$ cat config.mk
export PLATFORM = sky130hd
export DESIGN_NAME = rv_mem_seq
export DESIGN_NICKNAME = d
export VERILOG_FILES = /design/src/rtl/rv_mem_seq.sv
export SDC_FILE = /design/constraint.sdc
export NUM_CORES = 1
export LEC_CHECK = 0
export CAP_MARGIN = 20
export CORE_MARGIN = 2
export CORE_UTILIZATION = 44
export DETAILED_ROUTE_END_ITERATION = 10
export PLACE_DENSITY = 0.85
export SLEW_MARGIN = 40
export SYNTH_ARGS = -nofsm -noshare
export SYNTH_HDL_FRONTEND = slang
export SYNTH_SLANG_ARGS = --single-unit
$ cat constraint.sdc
create_clock -name clk -period 5.1 [get_ports clk]
set_clock_uncertainty 0.1 [all_clocks]
set_input_delay 1.275 -clock clk [delete_from_list [all_inputs] [get_ports clk]]
set_output_delay 1.275 -clock clk [all_outputs]
set_load 0.05 [all_outputs]
$ cat src/rtl/rv_mem_seq.sv
`default_nettype none
// ============================================================================
// Module   : rv_mem_seq
// Brief    : Memory access sequencer. Takes one core access at a time over a
//            valid/ready channel, runs a req/ack handshake to a variable-latency
//            single-port memory, and returns a one-cycle response pulse.
// Revision : 1.0 - initial release
// ============================================================================
module rv_mem_seq #(
  parameter int ADDR_W  = 32,
  parameter int DATA_W  = 32,
  parameter int TIMEOUT = 255
) (
  input  logic              clk,
  input  logic              rst,
  input  logic              req_valid,
  output logic              req_ready,
  input  logic              req_we,
  input  logic [ADDR_W-1:0] req_addr,
  input  logic [DATA_W-1:0] req_wdata,
  output logic              rsp_valid,
  output logic              rsp_err,
  output logic [DATA_W-1:0] rsp_rdata,
  output logic              mem_req,
  output logic              mem_we,
  output logic [ADDR_W-1:0] mem_addr,
  output logic [DATA_W-1:0] mem_wdata,
  input  logic              mem_ack,
  input  logic [DATA_W-1:0] mem_rdata
);

  // Wait counter only needs to reach TIMEOUT; keep at least one bit when disabled.
  localparam int               CNT_W  = (TIMEOUT > 0) ? $clog2(TIMEOUT + 1) : 1;
  localparam logic [CNT_W-1:0] TO_VAL = CNT_W'(TIMEOUT);

  typedef enum logic [1:0] {
    S_IDLE = 2'd0,
    S_REQ  = 2'd1,
    S_RESP = 2'd2
  } state_t;

  state_t              state_q, state_d;
  logic                err_q, err_d;
  logic                we_q, we_d;
  logic [ADDR_W-1:0]   addr_q, addr_d;
  logic [DATA_W-1:0]   wdata_q, wdata_d;
  logic [DATA_W-1:0]   rdata_q, rdata_d;
  logic [CNT_W-1:0]    cnt_q, cnt_d;
  logic [CNT_W-1:0]    cnt_inc;

  assign cnt_inc = cnt_q + CNT_W'(1);

  // Next-state and register-update decode; every flop holds unless changed below.
  always_comb begin
    state_d = state_q;
    err_d   = err_q;
    we_d    = we_q;
    addr_d  = addr_q;
    wdata_d = wdata_q;
    rdata_d = rdata_q;
    cnt_d   = cnt_q;
    case (state_q)
      S_IDLE: begin
        if (req_valid) begin
          we_d    = req_we;
          addr_d  = req_addr;
          wdata_d = req_wdata;
          cnt_d   = '0;
          if (req_addr[1:0] != 2'b00) begin
            // Misaligned word access: answer with an error, never touch memory.
            err_d   = 1'b1;
            state_d = S_RESP;
          end else begin
            err_d   = 1'b0;
            state_d = S_REQ;
          end
        end
      end
      S_REQ: begin
        if (mem_ack) begin
          if (!we_q) begin
            rdata_d = mem_rdata;
          end
          err_d   = 1'b0;
          state_d = S_RESP;
        end else begin
          cnt_d = cnt_inc;
          // An ack in the TIMEOUT-th cycle wins; only a missing ack expires.
          if ((TIMEOUT != 0) && (cnt_inc == TO_VAL)) begin
            err_d   = 1'b1;
            state_d = S_RESP;
          end
        end
      end
      S_RESP: begin
        state_d = S_IDLE;
      end
      default: begin
        state_d = S_IDLE;
      end
    endcase
  end

  // State and datapath registers with asynchronous active-low reset.
  always_ff @(posedge clk or negedge rst) begin
    if (!rst) begin
      state_q <= S_IDLE;
      err_q   <= 1'b0;
      we_q    <= 1'b0;
      addr_q  <= '0;
      wdata_q <= '0;
      rdata_q <= '0;
      cnt_q   <= '0;
    end else begin
      state_q <= state_d;
      err_q   <= err_d;
      we_q    <= we_d;
      addr_q  <= addr_d;
      wdata_q <= wdata_d;
      rdata_q <= rdata_d;
      cnt_q   <= cnt_d;
    end
  end

  // Control outputs decode from state alone, so reset drops mem_req at once.
  assign req_ready = (state_q == S_IDLE);
  assign mem_req   = (state_q == S_REQ);
  assign mem_we    = we_q & mem_req;
  assign rsp_valid = (state_q == S_RESP);
  assign rsp_err   = err_q & rsp_valid;
  assign rsp_rdata = rdata_q;
  assign mem_addr  = addr_q;
  assign mem_wdata = wdata_q;

endmodule
`default_nettype wire

Word level (Yosys, flattened, before mapping)
Index checks and enable logic that the tools add are counted.
{ "op_classes": {"n_eq_ne": 6, "n_addsub": 1, "muxes": 13, "reduce_logical": 8, "n_bitwise": 3} }
{ "op_table": {"columns": ["operator", "n"], "rows": [
  ["2-to-1 mux 8 bit", 2],
  ["one-hot mux 8 bit (2 select lines)", 1],
  ["AND reduction 3 bit", 3],
  ["adder 8 x 1 -> 8 bit, second input constant", 1],
  ["== test 8 bit, second input constant", 1],
  ["2-to-1 mux 2 bit", 4],
  ["2-to-1 mux 1 bit", 4],
  ["!= test 2 bit, second input constant", 2],
  ["one-hot mux 2 bit (2 select lines)", 1],
  ["AND reduction 2 bit", 2],
  ["nonzero test 2 bit", 2],
  ["!= test 3 x 1 -> 1 bit, second input constant", 1],
  ["AND 1 bit", 2],
  ["== test 2 x 1 -> 1 bit, second input constant", 1],
  ["== test 2 bit, second input constant", 1],
  ["zero test 2 bit", 1],
  ["one-hot mux 1 bit (2 select lines)", 1],
  ["inverter 1 bit", 1]
]} }
{ "word_totals": {"ff_bits": 108, "word_cells": 38, "out_inout_bits": 101, "input_bits": 101} }

Longest topological paths before layout
{ "depth": {"ltp_word": 5, "ltp_mapped": 7, "depth_no_buf": 6} }

Least setup slack after synthesis
No wires, ideal clock.
{ "synth_path": {"kind": "flip-flop to output port", "startpoint": "reg state_q[1]", "endpoint": "out rsp_err", "t_required_ns": 3.725, "path_slack_ns": 2.018, "n_path_buf": 0, "arrival_ns": 1.707, "path_stages_with_launch": 3, "path_cell_list": "dfrtp_1 > nor2b_1 > and2_1"} }
{ "synth_via": {"elab_chain_len": 2} }
{ "synth_rtl": {"columns": ["item", "line_no", "text"], "rows": [
  ["start: declaration", "42", "state_t state_q, state_d;"],
  ["start signal: assignment", "115", "state_q <= state_d;"],
  ["== test 2 bit", "129", "assign rsp_valid = (state_q == S_RESP);"],
  ["via rsp_valid", "21", "output logic rsp_valid,"],
  ["AND 1 bit", "130", "assign rsp_err = err_q & rsp_valid;"],
  ["end: declaration", "22", "output logic rsp_err,"]
]} }
The timed path passes the listed nets, and every way through them passes these cells.

Worst setup path after layout
{ "layout_path": {"startpoint": "reg state_q[1]", "endpoint": "out mem_we"} }
{ "layout_via": {"elab_chain_len": 2} }
{ "layout_rtl": {"columns": ["item", "line_no", "text"], "rows": [
  ["== test 2 x 1 -> 1 bit", "127", "assign mem_req = (state_q == S_REQ);"],
  ["AND 1 bit", "128", "assign mem_we = we_q & mem_req;"],
  ["end: declaration", "25", "output logic mem_we,"]
]} }
No other way between the ends.

==> results.py <==
metrics = {
    "timing": {
        "hold_viol_final": 0,
        "slew_violations": 0,
        "fin_crit_sh_pct": 69.8,
        "final.setup.worst_slack_ps": 1540,
        "tns_ps": 0,
        "grt_setup_unrepaired": "false",
        "finalCriticalPeriod_ps": 3560,
        "tightest_slew_ps": 657,
        "fmax_ghz": 0.281,
        "max_slew_margin_pct": 56.2,
        "setup_viol": 0,
    },
    "floorplan": {
        "die_h_um": 103,
        "start_util_pct": 44.7,
        "rows": 36,
        "core_um2": 9590,
        "dieArea_um2": 10600,
        "die_w_um": 103,
        "top_level_ports": 202,
    },
    "synth": {
        "ys_warn_count": 0,
        "ys_ff_latch": 108,
        "ys_seq_area_share_pct": 63.0,
        "syn_nets": 388,
        "synthCells": 285,
        "synth_area_um2": 4290,
        "avgSynthCellArea_um2": 15.0,
        "yosysUniqueCellTypes": 32,
    },
    "power_and_ir_drop": {
        "combPwrFrac_pct": 51.2,
        "p_int_mw": 2.11,
        "p_per_area_nw_per_um2": 560,
        "switching_share_pct": 43.4,
        "power_mw": 3.73,
        "clockPowerShare_pct": 15.1,
        "p_seq_share_pct": 33.7,
        "power_switching_mw": 1.62,
        "ir_worst_vdd_uv": 388,
        "leakagePower_nw": 2.74,
    },
    "layout": {
        "syn2layout_area_growth_pct": 55.3,
        "fin_nets": 592,
        "fin_util_pct": 69.4,
        "drive_above_1_share_pct": 25.2,
        "final_area_um2": 6660,
        "num_antenna_cells": 0,
    },
    "clock_network": {
        "ctsHoldBuffers": 0,
        "cts_tree": "built",
        "cts_resized": 0,
        "cts_sinks": 108,
        "clk_pin_slew_ps": 100,
        "clock_latency_ps": 360,
        "cts.path.max_buffers": 2,
        "root_buffer": "clkbuf_8",
        "cts_made_buffers": 9,
        "htree_levels": 3,
        "post-cts-setup-buffer-count": 0,
    },
    "critical_path": {
        "critPathRequiredTime_ps": 3720,
        "slowest_stage": "clkdlybuf4s50_1",
        "critical_path_class": "register to output port",
        "end_kind": "output port",
        "start_kind": "register",
        "critPathMaxFanout": 7,
        "slowest_delay_ps": 800,
        "arrival_ps": 2180,
        "crit_chain": "nand2b_1, inv_1, and2_1, clkdlybuf4s50_1",
    },
    "place": {
        "post-place-ws_ps": 1580,
        "port_buffers": 201,
        "hpwlAfterDp_um": 7700,
        "place_area_um2": 6440,
        "gp_congestion": 0.772,
    },
    "outcome": {
        "outcome": "complete, no violations",
    },
    "routing": {
        "antenna_left": 0,
        "drt_wl_total_um": 10500,
        "wl_per_cell_um": 16.8,
        "post-route-drc-count": 0,
        "drt_iter0_markers": 36,
        "vias": 3065,
        "dr.pass1.iters": 6,
        "viasPerCell": 4.90,
    },
    "global_routing": {
        "grt_max_degree": 74,
        "grt_antenna_before_repair": 0,
        "grt_overflow": 0,
        "grt_pass1_wl_um": 15600,
        "track_usage_pct": 19.5,
        "first_global_vias": 3225,
    },
    "job": {
        "drv_cap": 0,
    },
    "min_path": {
        "hold_class": "register to register",
    },
}
## power by group through the flow
stage / combinational (mW) / clock [mW] / sequential [mW]
after global placement: 1.90 / 0 / 1.26
after global routing: 1.98 / 0.612 / 1.29
after CTS: 1.93 / 0.580 / 1.26
after detailed placement: 1.92 / 0 / 1.28
after floorplan: 0.308 / 0 / 2.17
final: 1.91 / 0.564 / 1.26
## Yosys cell counts (all sizes together)
master | n | area share (%)
o21ai | 10 | 1.2
mux2 | 99 | 26
nand3 | 2 | 0.23
mux2i | 1 | 0.23
a31oi | 1 | 0.15
or3 | 2 | 0.41
buf | 10 | 1.2
dfrtp | 108 | 63
and2 | 3 | 0.44
a221oi | 1 | 0.35
a22o | 2 | 0.44
nor3b | 1 | 0.29
nor2b | 1 | 0.15
o31ai | 1 | 0.18
clkbuf | 1 | 0.087
nand4b | 1 | 0.20
nand2 | 8 | 0.70
ha | 2 | 0.58
and3 | 3 | 0.67
nand4 | 2 | 0.29
a211o | 1 | 0.20
o22ai | 1 | 0.15
nor2 | 9 | 0.79
xor2 | 3 | 0.61
nand2b | 4 | 0.58
xnor2 | 1 | 0.20
nor3 | 1 | 0.12
inv | 6 | 0.53
## worst paths after layout
kind	startpoint	endpoint	slack, ps	cells after the start
hold / removal	mem_wdata[7]	mem_wdata[7]	410	1
max in group asynchronous	rst	mem_addr[30]	3150	2
setup / recovery	state_q[1]	mem_we	1540	4
hold reg to reg	mem_wdata[7]	mem_wdata[7]	410	1
min in group asynchronous	rst	mem_wdata[20]	810	1
setup reg to reg	state_q[1]	cnt_q[2]	2950	6
## cells by family after synthesis
| group | count (synthesis) | synth area share, % |
|---|---|---|
| XOR/XNOR | 4 | 0.817 |
| AND/OR/NAND/NOR | 37 | 4.87 |
| multiplexers | 100 | 26.3 |
| AO/OA/AOI/OAI | 17 | 2.63 |
| buffers and inverters | 17 | 1.78 |
| adder cells (fa/ha/maj) | 2 | 0.583 |
| flip-flops | 108 | 63.0 |
## state kept, by name, summed over array words and instances, names as in the netlist
| signal | count |
|---|---|
| mem_addr | 32 |
| state_q | 2 |
| mem_wdata | 32 |
| err_q | 1 |
| cnt_q | 8 |
| we_q | 1 |
| rsp_rdata | 32 |
## metrics by stage
step | instances | hold slack (ps)
2_1_floorplan | 285 | 385
3_3_place_gp | 611 | 389
3_5_place_dp | 611 | 394
4_1_cts | 625 | 416
5_1_grt | 625 | 427
6_report | 625 | 414
## metal layers
metal	GRT usage, %	vias to the layer above	part of all wire, %
li1	-	1401	-
met1	20.9	1525	37
met2	34.2	119	52
met3	7.12	20	8.1
met4	9.21	0	2.6
met5	0	-	0
## worst max-delay path: cells and delay by family (launching register included)
family	cells	cell delay, ps
AND/OR/NAND/NOR	2	420
flip-flops	1	460
buffers and inverters	2	940
## layout make-up
type / instances / area (um^2)
Fill cell: 703 / 2930
Tap cell: 133 / 166
Multi-Input combinational cell: 160 / 1520
Timing Repair Buffer: 204 / 2040
Inverter: 6 / 22.5
Clock buffer: 10 / 138
Clock inverter: 4 / 73.8
Sequential cell: 108 / 2700
## placed cells by master (no fill, tap or decap), drive strengths merged, types with 2 or more instances in the layout
master / count
clkdlybuf4s50: 200
dfrtp: 108
mux2: 99
o21ai: 10
clkbuf: 10
nor2: 9
nand2: 8
inv: 7
nand2b: 4
buf: 4
xor2: 3
and2: 3
and3: 3
nand4: 2
nand3: 2
ha: 2
bufinv: 2
or3: 2
a22o: 2
Note: power is estimated with default switching activity, not from simulation.
